[src/rtl/ksa_pipe_core_if.sv]
// Operand/result bundle between the input register stage and the pipelined adder.
interface ksa_pipe_core_if #(
  parameter int unsigned DATA_WIDTH = 32
);
  logic [DATA_WIDTH-1:0] A;
  logic [DATA_WIDTH-1:0] B;
  logic                  Cin;
  logic                  valid_in;
  logic                  en;
  logic [DATA_WIDTH-1:0] Sum;
  logic                  Cout;
  logic                  Ovf;
  logic                  valid_out;

  modport master (
    output A, B, Cin, valid_in, en,
    input  Sum, Cout, Ovf, valid_out
  );

  modport slave (
    input  A, B, Cin, valid_in, en,
    output Sum, Cout, Ovf, valid_out
  );
endinterface

[src/rtl/ksa_pipe_core.sv]
// Pipelined Kogge-Stone adder: PG rank, one register rank per prefix level, sum rank.
// All ranks advance together on en=1; valid rides a shift chain beside the data.
module ksa_pipe_core #(
  parameter int unsigned DATA_WIDTH = 32
) (
  input  logic           clk,
  input  logic           rst,
  ksa_pipe_core_if.slave bus
);
  localparam int unsigned L   = $clog2(DATA_WIDTH);
  localparam int unsigned MSB = DATA_WIDTH - 1;

  logic [DATA_WIDTH-1:0] g_q    [0:L];
  logic [DATA_WIDTH-1:0] p_q    [0:L];
  logic [DATA_WIDTH-1:0] praw_q [0:L];
  logic                  cin_q  [0:L];
  logic                  amsb_q [0:L];
  logic                  bmsb_q [0:L];
  logic                  vld_q  [0:L];

  logic [DATA_WIDTH-1:0] g_c, p_c;
  logic [DATA_WIDTH-1:0] g_n [1:L];
  logic [DATA_WIDTH-1:0] p_n [1:L];
  logic [DATA_WIDTH-1:0] sum_c;

  logic [DATA_WIDTH-1:0] sum_q;
  logic                  cout_q;
  logic                  ovf_q;
  logic                  vout_q;

  // Rank 0 generate/propagate, carry-in folded into bit 0's generate
  always_comb begin
    p_c    = bus.A ^ bus.B;
    g_c    = bus.A & bus.B;
    g_c[0] = (bus.A[0] & bus.B[0]) | (p_c[0] & bus.Cin);
  end

  // Prefix level k combines with the neighbour d = 2^(k-1) bits below; low d bits pass through
  always_comb begin
    for (int unsigned k = 1; k <= L; k++) begin
      g_n[k] = '0;
      p_n[k] = '0;
    end
    for (int unsigned k = 1; k <= L; k++) begin
      g_n[k] = g_q[k-1] | (p_q[k-1] & (g_q[k-1] << (32'd1 << (k - 1))));
      p_n[k] = p_q[k-1] & ((p_q[k-1] << (32'd1 << (k - 1)))
                           | ({DATA_WIDTH{1'b1}} >> (DATA_WIDTH - (32'd1 << (k - 1)))));
    end
  end

  // After the last level G_i is the carry out of bit i
  assign sum_c = praw_q[L] ^ {g_q[L][DATA_WIDTH-2:0], cin_q[L]};

  always_ff @(posedge clk or negedge rst) begin
    if (!rst) begin
      for (int unsigned k = 0; k <= L; k++) begin
        g_q[k]    <= '0;
        p_q[k]    <= '0;
        praw_q[k] <= '0;
        cin_q[k]  <= 1'b0;
        amsb_q[k] <= 1'b0;
        bmsb_q[k] <= 1'b0;
        vld_q[k]  <= 1'b0;
      end
      sum_q  <= '0;
      cout_q <= 1'b0;
      ovf_q  <= 1'b0;
      vout_q <= 1'b0;
    end else if (bus.en) begin
      g_q[0]    <= g_c;
      p_q[0]    <= p_c;
      praw_q[0] <= p_c;
      cin_q[0]  <= bus.Cin;
      amsb_q[0] <= bus.A[MSB];
      bmsb_q[0] <= bus.B[MSB];
      vld_q[0]  <= bus.valid_in;
      for (int unsigned k = 1; k <= L; k++) begin
        g_q[k]    <= g_n[k];
        p_q[k]    <= p_n[k];
        praw_q[k] <= praw_q[k-1];
        cin_q[k]  <= cin_q[k-1];
        amsb_q[k] <= amsb_q[k-1];
        bmsb_q[k] <= bmsb_q[k-1];
        vld_q[k]  <= vld_q[k-1];
      end
      sum_q  <= sum_c;
      cout_q <= g_q[L][MSB];
      ovf_q  <= (amsb_q[L] == bmsb_q[L]) && (sum_c[MSB] != amsb_q[L]);
      vout_q <= vld_q[L];
    end
  end

  assign bus.Sum       = sum_q;
  assign bus.Cout      = cout_q;
  assign bus.Ovf       = ovf_q;
  assign bus.valid_out = vout_q;
endmodule

[src/flat_wrapper.sv]
// flat-port wrapper written by rule: the top's interface ports become plain ports
module ksa_pipe_core_flat 
#(
  parameter int unsigned DATA_WIDTH = 32
)
  (clk, rst, bus_A, bus_B, bus_Cin, bus_valid_in, bus_en, bus_Sum, bus_Cout, bus_Ovf, bus_valid_out);
  ksa_pipe_core_if #(.DATA_WIDTH(DATA_WIDTH)) bus_i ();
  input  logic clk;
  input  logic rst;
  input wire logic [$bits(bus_i.A)-1:0] bus_A;
  input wire logic [$bits(bus_i.B)-1:0] bus_B;
  input wire logic [$bits(bus_i.Cin)-1:0] bus_Cin;
  input wire logic [$bits(bus_i.valid_in)-1:0] bus_valid_in;
  input wire logic [$bits(bus_i.en)-1:0] bus_en;
  output wire logic [$bits(bus_i.Sum)-1:0] bus_Sum;
  output wire logic [$bits(bus_i.Cout)-1:0] bus_Cout;
  output wire logic [$bits(bus_i.Ovf)-1:0] bus_Ovf;
  output wire logic [$bits(bus_i.valid_out)-1:0] bus_valid_out;
  assign bus_i.A = bus_A;
  assign bus_i.B = bus_B;
  assign bus_i.Cin = bus_Cin;
  assign bus_i.valid_in = bus_valid_in;
  assign bus_i.en = bus_en;
  assign bus_Sum = bus_i.Sum;
  assign bus_Cout = bus_i.Cout;
  assign bus_Ovf = bus_i.Ovf;
  assign bus_valid_out = bus_i.valid_out;
  ksa_pipe_core #(.DATA_WIDTH(DATA_WIDTH)) u_core (.clk(clk), .rst(rst), .bus(bus_i));
endmodule
[config.mk]
export PLATFORM = sky130hd
export DESIGN_NAME = ksa_pipe_core_flat
export DESIGN_NICKNAME = d
export VERILOG_FILES = /design/src/rtl/ksa_pipe_core_if.sv /design/src/rtl/ksa_pipe_core.sv /design/src/flat_wrapper.sv
export SDC_FILE = /design/constraint.sdc
export NUM_CORES = 1
export LEC_CHECK = 0
export BUFFER_PORTS_ARGS = -buffer_cell sky130_fd_sc_hd__buf_2
export CORE_ASPECT_RATIO = 0.75
export CORE_MARGIN = 2
export CORE_UTILIZATION = 50
export DETAILED_ROUTE_END_ITERATION = 8
export PLACE_DENSITY = 0.64
export SYNTH_ARGS = -nofsm -noshare
export SYNTH_HDL_FRONTEND = slang
export SYNTH_SLANG_ARGS = --single-unit
[constraint.sdc]
create_clock -name clk -period 1.5 [get_ports clk]
set_clock_uncertainty 0.05 [all_clocks]
set_input_delay 0.225 -clock clk [delete_from_list [all_inputs] [get_ports clk]]
set_output_delay 0.225 -clock clk [all_outputs]
set_load 0.05 [all_outputs]
==> impl_metrics.csv, run 1 <==
group,metric,value,unit
worst_setup_path,reg2reg_slack,0.33,ns
pwr,p_seq_frac,0.496,
drt,ant_nets,0,
pwr,power_density,1569,mW/mm^2
global_route,grt_pass1_wl,75.99,mm
layout,final_cell_area,0.02613,sq mm
worst_setup_path,crit_start,"u_core.bus.Sum[14]",
floorplanning,ios,104,
layout,mostFrequentLayoutCells,"541 x dfrtp_1, 292 x a21oi_1, 242 x mux2_4",
worst_setup_path,worstSetupPathType,"reg2out",
synthesis,synthMuxAreaShare,0.1814,
sta,rsz0062_at_grt,"false",
layout,fillers,3494,
synthesis,synth_top_area_share,0.6046,
synthesis,synth_area_leaders,"dfrtp_1 60%, mux2_4 16%, a21oi_1 6.5%, nor2_1 2.7%, nand3_1 2.2%",
cts,numCtsBuffers,51,
pwr,internal-power,0.02901,W
layout,areaGrowthSynthToFinish,16.71,%
sta,tightestPinTransition,0.4712,ns
worst_setup_path,end_kind,"output port",
worst_setup_path,path_buf_inv,1,
synthesis,synth_top_cell_by_area,"dfrtp_1",
cts,htreeDepth,2,
drt,route.final.wire_length,47.06,mm
synthesis,synth-compound-area-share,0.08745,
hold_path,min_from,"bus_en",
worst_setup_path,timing.rr.start,"u_core.g_q[30]",
sta,finalMaxSlewViolations,0,
floorplanning,rows,67,
synthesis,ys_seq_area_frac,0.6046,
pwr,sw_frac_of_total,0.2927,
worst_setup_path,critical-path-max-stage-delay,0.35,ns
pwr,power_frac_clock,0.307,
drt,wire_per_inst,18.49,microns
floorplanning,die_h,187.3,microns
drt,viasPerCell,5.259,
worst_setup_path,cp_slowest_cell,"dfrtp_1",
placement,dp_hpwl,32.53,mm
sta,fin_tns_setup,0,ns
synthesis,synthXorXnorAreaFrac,0.01252,
floorplanning,core-area,0.04443,sq mm
sta,setup-violations-final,0,
placement,io_buffers,103,
pwr,ir_drop,0.001326,V
synthesis,avgSynthCellArea,12.97,sq um
cts,cts_tree,"yes",
worst_setup_path,worst_ep_required_time,1.22,ns
drt,firstDrtPassIters,5,
drt,drt_iter0_markers,948,
cts,clk-insertion-delay-late,0.57,ns
sta,post-route-period-util,0.9757,
pwr,combPwrFrac,0.196,
worst_setup_path,r2r-end,"u_core.bus.Ovf",
synthesis,synth-adder-area-share,0.01788,
global_route,antenna_found_initial,1,
floorplanning,fp.dieW,248.4,microns
sta,clock.fmax,683.3,MHz
synthesis,synthSimpleGateAreaFrac,0.04973,
layout,final_common_cell,"dfrtp_1",
floorplanning,initial_core_util,0.5040,
worst_setup_path,critical_path.cell_chain,"buf_2",
cts,cts.sinks,541,
job,maxCapViolations,0,
hold_path,holdPathStages,3,
global_route,grt_usage,0.2074,
worst_setup_path,cp.arrival,1.19,ns
sta,max_slew_margin,0.6859,
worst_setup_path,ff2ff_path_depth,3,
floorplanning,fp.dieArea,0.04651,sq mm
synthesis,yosysWarnings,0,
cts,post_cts_buffers,0,
drt,vias,13380,
pwr,p_leak,11.87,nW
worst_setup_path,crit_fanout,2,
worst_setup_path,cp-start-kind,"register",
layout,nets,2021,
hold_path,holdPathEnd,"u_core.g_q[48]",
layout,layout-drive-gt1-share,0.2666,
sta,hold_violations,0,
synthesis,synth_fp_nets,1827,
drt,drc,0,
sta,min_period,1.464,ns
cts,clk_path_buf_depth,3,
pwr,p_switching,0.01201,W
synthesis,synth_top_family_by_area,"multiplexers",
cts,clk_pin_slew,0.06,ns
global_route,grt_max_degree,64,
cts,root_buffer,"clkbuf_16",
global_route,grt_pass1_vias,13370,
synthesis,ys_seq_elements,541,
synthesis,synth_area,0.02239,sq mm
placement,routabilityCongestion,0.8069,
global_route,grt-ovfl-total,0,
hold_path,hp-class,"in2reg",
placement,place_area,0.02376,sq mm
worst_setup_path,critPathTopFamily,"flip-flops",
status,status,"complete, no violations",
synthesis,synth_cell_types,17,
synthesis,syn_inst,1726,
## worst max-delay path by stage
stage	to	slack [ns]	depth (start not counted)
after CTS	bus_Sum[18]	0.0004	1
after detailed placement	u_core.vld_q[0]	0.16	3
after floorplan	u_core.praw_q[100]	0.35	4
after global placement	u_core.vld_q[5]	0.17	3
final	bus_Sum[14]	0.04	1
after global routing	bus_Ovf	0.0004	1
## logic make-up after synthesis
kind of cell / after synthesis
flops: 541
compound gates: 391
buf+inv: 187
fa+ha+maj: 32
simple gates: 263
xor+xnor: 32
mux: 280
## sequential cells by signal (all words and copies together), names as in the netlist
register / count
u_core.amsb_q: 6
u_core.bus.Ovf: 1
u_core.cin_q: 6
u_core.vld_q: 6
u_core.bus.valid_out: 1
u_core.p_q: 130
u_core.bmsb_q: 6
u_core.bus.Sum: 32
u_core.praw_q: 160
u_core.g_q: 192
u_core.bus.Cout: 1
## layout make-up
| class | count | area [sq um] | area share |
|---|---|---|---|
| sequential | 541 | 13540 | 0.5180 |
| multi-input combinational | 998 | 7814 | 0.2990 |
| timing repair buffer | 230 | 2037 | 0.07794 |
| clock buffer | 77 | 1546 | 0.05918 |
| tap | 586 | 733.2 | 0.02806 |
| inverter | 98 | 367.9 | 0.01408 |
| clock inverter | 14 | 95.09 | 0.003639 |
| antenna | 1 | 2.502 | 0.00009575 |
## stage by stage
stage	power, W	hold slack, ns	setup slack [ns]	utilization	instances
floorplan	0.02551	-0.1206	0.3465	-	1726
CTS	0.04131	0.04547	0.0003602	0.5876	2545
global placement	0.02809	0.1371	0.1690	0.5347	2385
global route	0.04295	0.06706	0.0003563	0.5881	2544
detailed placement	0.02840	0.1374	0.1606	0.5347	2385
finish	0.04101	0.07356	0.03645	0.5882	2545
## synth_stat cells
master	number
xnor2_1	32
nand3_1	99
mux2_4	242
ha_1	32
o21ai_0	98
dfrtp_1	541
or3_1	1
buf_8	10
buf_2	45
clkbuf_1	9
inv_1	98
buf_4	5
mux2_2	38
a21oi_1	292
nor2_1	163
buf_6	20
a31oi_1	1
## timing repair
item,in CTS,in global routing
gates resized for setup,8,13
hold endpoints to repair,609,0
hold buffers,69,0
endpoints found under the setup margin,8,14
## power groups by stage
stage               combinational [W]  clock (W)  sequential, W
floorplan                     0.00470          0         0.0208
global placement              0.00766          0         0.0204
detailed placement            0.00783          0         0.0206
CTS                           0.00808     0.0129         0.0203
global route                  0.00873     0.0135         0.0207
finish                        0.00806     0.0126         0.0203
## routing by layer
layer,track usage,vias to the layer above,part of all wire
met5,0,-,0
met4,0.04785,0,0.017
met3,0.03945,62,0.051
met2,0.2901,289,0.42
met1,0.3325,6700,0.51
li1,-,6333,-
Note: power is estimated with default switching activity, not from simulation.
==> run 2, diff against run 1 <==
- PLACE_DENSITY: 0.64 -> 0.67
- RECOVER_POWER: default -> 50
- clock period: 1.5 -> 1.2 ns (I/O delays scaled with it)
==> run 2 against run 1 <==
Against the previous run:
- the run now ends with setup timing left
- setup slack got worse by 0.22 ns
- sequential power rose by 26%
- flip-flop and latch count unchanged
- clock-buffer cell count stayed put
- die area did not move
- critical path type unchanged
==> impl_metrics.csv, run 2 (synthesis gave the netlist of run 1 again) <==
group,metric,value,unit
status,status,"complete, but fails checks",
status,failed_checks,"setup timing",
floorplanning,core-area,0.04443,sq mm
worst_setup_path,end_kind,"output port",
worst_setup_path,reg2reg_slack,0.05,ns
sta,fin_ws,-0.1803,ns
sta,min_period,1.380,ns
drt,wire_per_inst,18.51,microns
worst_setup_path,critPathTopFamily,"flip-flops",
worst_setup_path,crit_fanout,2,
drt,viasPerCell,5.298,
cts,cts_tree,"yes",
floorplanning,ios,104,
sta,tightestPinTransition,0.6670,ns
worst_setup_path,cp_slowest_cell,"dfrtp_1",
drt,route.final.wire_length,48.77,mm
cts,clk_pin_slew,0.06,ns
sta,hold_slack,0.03072,ns
cts,root_buffer,"clkbuf_16",
drt,drc,0,
floorplanning,initial_core_util,0.5040,
layout,reg_top3,"u_core.g_q x192, u_core.praw_q x160, u_core.p_q x130",
worst_setup_path,path_buf_inv,1,
worst_setup_path,critical_path.cell_chain,"buf_6",
drt,firstDrtPassIters,5,
layout,mostFrequentLayoutCells,"541 x dfrtp_1, 292 x a21oi_1, 179 x mux2_4",
floorplanning,fp.dieW,248.4,microns
drt,vias,13960,
sta,hold_violations,0,
layout,largest_reg_flops,192,
sta,rsz0062_at_grt,"true",
global_route,antenna_found_initial,0,
drt,drt_iter0_markers,1054,
layout,final_common_cell,"dfrtp_1",
worst_setup_path,worstSetupPathType,"reg2out",
cts,clk-insertion-delay-late,0.58,ns
pwr,p_leak,12.20,nW
floorplanning,fp.dieArea,0.04651,sq mm
worst_setup_path,cp-start-kind,"register",
pwr,power_density,1981,mW/mm^2
cts,htreeDepth,2,
sta,max_slew_margin,0.5553,
floorplanning,die_h,187.3,microns
global_route,grt_pass1_wl,79.71,mm
cts,clk_path_buf_depth,3,
placement,io_buffers,103,
pwr,total_power,0.05338,W
global_route,grt_max_degree,76,
sta,setup-violations-final,35,
pwr,ir_drop,0.001883,V
drt,ant_nets,0,
global_route,grt_usage,0.2174,
layout,top_register,"u_core.g_q",
layout,layout-drive-gt1-share,0.2689,
global_route,grt-ovfl-total,0,
sta,clock.fmax,724.5,MHz
cts,cts.sinks,541,
job,maxCapViolations,0,
hold_path,hp-class,"in2reg",
sta,finalMaxSlewViolations,0,
layout,nets,2111,
worst_setup_path,cp.arrival,1.15,ns
placement,routabilityCongestion,0.8133,
worst_setup_path,worst_ep_required_time,0.97,ns
cts,numCtsBuffers,51,
layout,fillers,3446,
floorplanning,rows,67,
worst_setup_path,critical-path-max-stage-delay,0.41,ns
layout,n_antenna_cell,0,
placement,dp_hpwl,34.16,mm
layout,areaGrowthSynthToFinish,20.36,%
sta,post-route-period-util,1.150,
global_route,grt_pass1_vias,14250,
==> run 2: area by class of cell <==
| class | instances | area (sq um) | share of cell area |
|---|---|---|---|
| Multi-Input combinational cell | 998 | 7585 | 0.2814 |
| Inverter | 98 | 367.9 | 0.01365 |
| Timing Repair Buffer | 320 | 2950 | 0.1095 |
| Clock inverter | 15 | 229.0 | 0.008496 |
| Tap cell | 586 | 733.2 | 0.02721 |
| Sequential cell | 541 | 13540 | 0.5023 |
| Clock buffer | 77 | 1546 | 0.05738 |
==> run 2: metrics by stage <==
step | instance area (sq um) | cells | utilization | setup WS, ns | TNS [ns]
after floorplan | 22390 | 1726 | - | 0.09151 | 0
after global placement | 24340 | 2445 | 0.5479 | -0.004151 | -0.05987
after detailed placement | 24340 | 2445 | 0.5479 | -0.02654 | -1.148
after CTS | 27160 | 2624 | 0.6114 | -0.2044 | -13.00
after global routing | 26950 | 2635 | 0.6066 | -0.2192 | -15.79
final | 26950 | 2635 | 0.6066 | -0.1803 | -5.390
==> run 2: path summary, 6_finish.rpt <==
| check | to | startpoint | cells past startpoint |
|---|---|---|---|
| min in group asynchronous | u_core.p_q[106] | rst | 2 |
| worst min register to register | u_core.praw_q[96] | u_core.praw_q[128] | 1 |
| worst max-delay path | bus_Sum[2] | u_core.bus.Sum[2] | 1 |
| worst max register to register | u_core.bus.Ovf | u_core.g_q[30] | 3 |
| worst min-delay path | u_core.p_q[132] | bus_en | 3 |
| max in group asynchronous | u_core.bus.Sum[14] | rst | 4 |
==> run 2: metal layers <==
layer,part of all wire,up-vias,GRT usage
met5,0,-,0
met2,0.45,293,0.3217
met4,0.015,0,0.04487
met3,0.049,62,0.03615
li1,-,6533,-
met1,0.49,7072,0.3380
==> run 2: timing repair <==
action	4_1_cts	5_1_grt
endpoints found under the setup margin	35	107
resized for setup	70	1
hold endpoints to repair	610	1
hold buffers	69	1
setup buffers	18	12
pin swaps	0	1
==> run 2: worst register-to-register path, stage by stage (launching register included) <==
cell and delay, ns:
dfrtp_1 0.41, xnor2_2 0.17, or3_1 0.31, a31oi_1 0.14
==> run 2: power breakdown <==
group          leakage [nW]  switching, W  internal [W]
combinational          4.91       0.00509       0.00585
clock                 0.880       0.00679        0.0102
sequential             6.41       0.00350        0.0220
==> run 3, diff against run 2 <==
- CORE_UTILIZATION: 50 -> 55
- PLACE_DENSITY: 0.67 -> 0.72
==> run 3 against run 2 <==
Against the previous run:
- the run still ends with setup timing left
- utilization grew 6.7 points
- combinational power rose by 4%
- die area is 8.9% lower
- critical endpoint is now bus_Sum[24]
- largest power group unchanged
==> impl_metrics.csv, run 3 (synthesis gave the netlist of run 1 again) <==
group,metric,value,unit
worst_setup_path,cp.arrival,1.17,ns
global_route,grt_max_degree,63,
worst_setup_path,cp-start-kind,"register",
worst_setup_path,end_kind,"output port",
cts,cts.sinks,541,
sta,post-route-period-util,1.163,
cts,clk_pin_slew,0.06,ns
pwr,ir_drop,0.001177,V
cts,numCtsBuffers,51,
layout,final_common_cell,"dfrtp_1",
layout,largest_reg_flops,192,
status,status,"complete, but fails checks",
layout,areaGrowthSynthToFinish,19.76,%
worst_setup_path,cp_slowest_cell,"dfrtp_1",
sta,tightestPinTransition,0.8282,ns
worst_setup_path,reg2reg_slack,0.06,ns
placement,io_buffers,103,
layout,final-seq-area,0.01354,sq mm
sta,hold_slack,0.08643,ns
floorplanning,fp.dieArea,0.04236,sq mm
layout,reg_top3,"u_core.g_q x192, u_core.praw_q x160, u_core.p_q x130",
floorplanning,initial_core_util,0.5625,
layout,final_cell_area,0.02682,sq mm
placement,routabilityCongestion,0.8723,
cts,clk-insertion-delay-late,0.60,ns
worst_setup_path,path_buf_inv,1,
drt,drc,0,
sta,fin_ws,-0.1962,ns
placement,dp_cells,2359,
cts,cts_tree,"yes",
drt,wire_per_inst,19.23,microns
layout,multi_input_area,0.007810,sq mm
layout,mostFrequentLayoutCells,"541 x dfrtp_1, 292 x a21oi_1, 241 x mux2_4",
drt,route.final.wire_length,48.99,mm
pwr,p_leak,12.28,nW
pwr,power_density,2003,mW/mm^2
drt,drt_iter0_markers,1172,
drt,vias,14060,
sta,finalMaxSlewViolations,0,
cts,root_buffer,"clkbuf_16",
layout,fin_cells,2548,
layout,nets,2087,
pwr,total_power,0.05372,W
sta,min_period,1.396,ns
sta,max_slew_margin,0.4479,
placement,dpl_worst_slack,-0.1350,ns
global_route,grt_pass1_wl,79.29,mm
floorplanning,core-area,0.03981,sq mm
drt,viasPerCell,5.517,
drt,firstDrtPassIters,5,
global_route,grt-ovfl-total,0,
sta,clock.fmax,716.2,MHz
sta,rsz0062_at_grt,"true",
status,failed_checks,"setup timing",
placement,place_area,0.02409,sq mm
layout,fillers,2802,
floorplanning,fp.dieW,237.0,microns
drt,ant_nets,0,
worst_setup_path,worstSetupPathType,"reg2out",
sta,hold_violations,0,
global_route,grt_pass1_vias,14240,
worst_setup_path,critical-path-max-stage-delay,0.41,ns
worst_setup_path,crit_fanout,2,
floorplanning,rows,63,
cts,htreeDepth,2,
hold_path,hp-class,"in2reg",
worst_setup_path,critical_path.cell_chain,"buf_6",
layout,n_antenna_cell,0,
floorplanning,ios,104,
worst_setup_path,critPathTopFamily,"flip-flops",
cts,clk_path_buf_depth,3,
layout,top_register,"u_core.g_q",
global_route,antenna_found_initial,0,
sta,setup-violations-final,35,
global_route,grt_usage,0.2384,
placement,dp_hpwl,33.48,mm
floorplanning,die_h,178.7,microns
worst_setup_path,worst_ep_required_time,0.97,ns
job,maxCapViolations,0,
layout,layout-drive-gt1-share,0.2899,
## run 3: worst paths after layout
kind,depth (start not counted),start,endpoint
max,1,u_core.bus.Sum[24],bus_Sum[24]
min,3,bus_en,u_core.p_q[134]
max reg2reg,2,u_core.g_q[23],u_core.bus.Sum[24]
min reg2reg,1,u_core.praw_q[142],u_core.praw_q[110]
max in group asynchronous,4,rst,u_core.p_q[126]
min in group asynchronous,3,rst,u_core.bus.Sum[22]
## run 3: cell type report
class                      count  share of cell area
sequential                   541              0.5048
multi-input combinational    998              0.2912
tap                          520             0.02426
timing repair buffer         296              0.1002
clock buffer                  74             0.05534
clock inverter                21             0.01040
inverter                      98             0.01372
## run 3: metrics by stage
stage	util	setup TNS, ns
final	0.6737	-5.809
after global routing	0.6737	-16.25
after CTS	0.6746	-6.403
after detailed placement	0.6051	-20.89
after global placement	0.6051	-16.40
after floorplan	-	0
## run 3: power by group
group	internal (W)	switching, W
Combinational	0.00616	0.00512
Clock	0.00990	0.00692
Sequential	0.0220	0.00363
Total	0.0381	0.0157
## run 3: timing repair
item | CTS | global route
gates cloned | 0 | 0
hold buffers | 68 | 2
pin swaps | 0 | 1
endpoints found under the setup margin | 35 | 45
gates resized for setup | 70 | 0
buffers inserted | 14 | 11
endpoints found under the hold margin | 609 | 7
## run 3: metal layers
metal  global-route usage  wire length [microns]
met1               0.3536                  23110
met5                    0                      0
met3              0.04280                   2631
met2               0.3701                  22460
met4              0.05406                    785
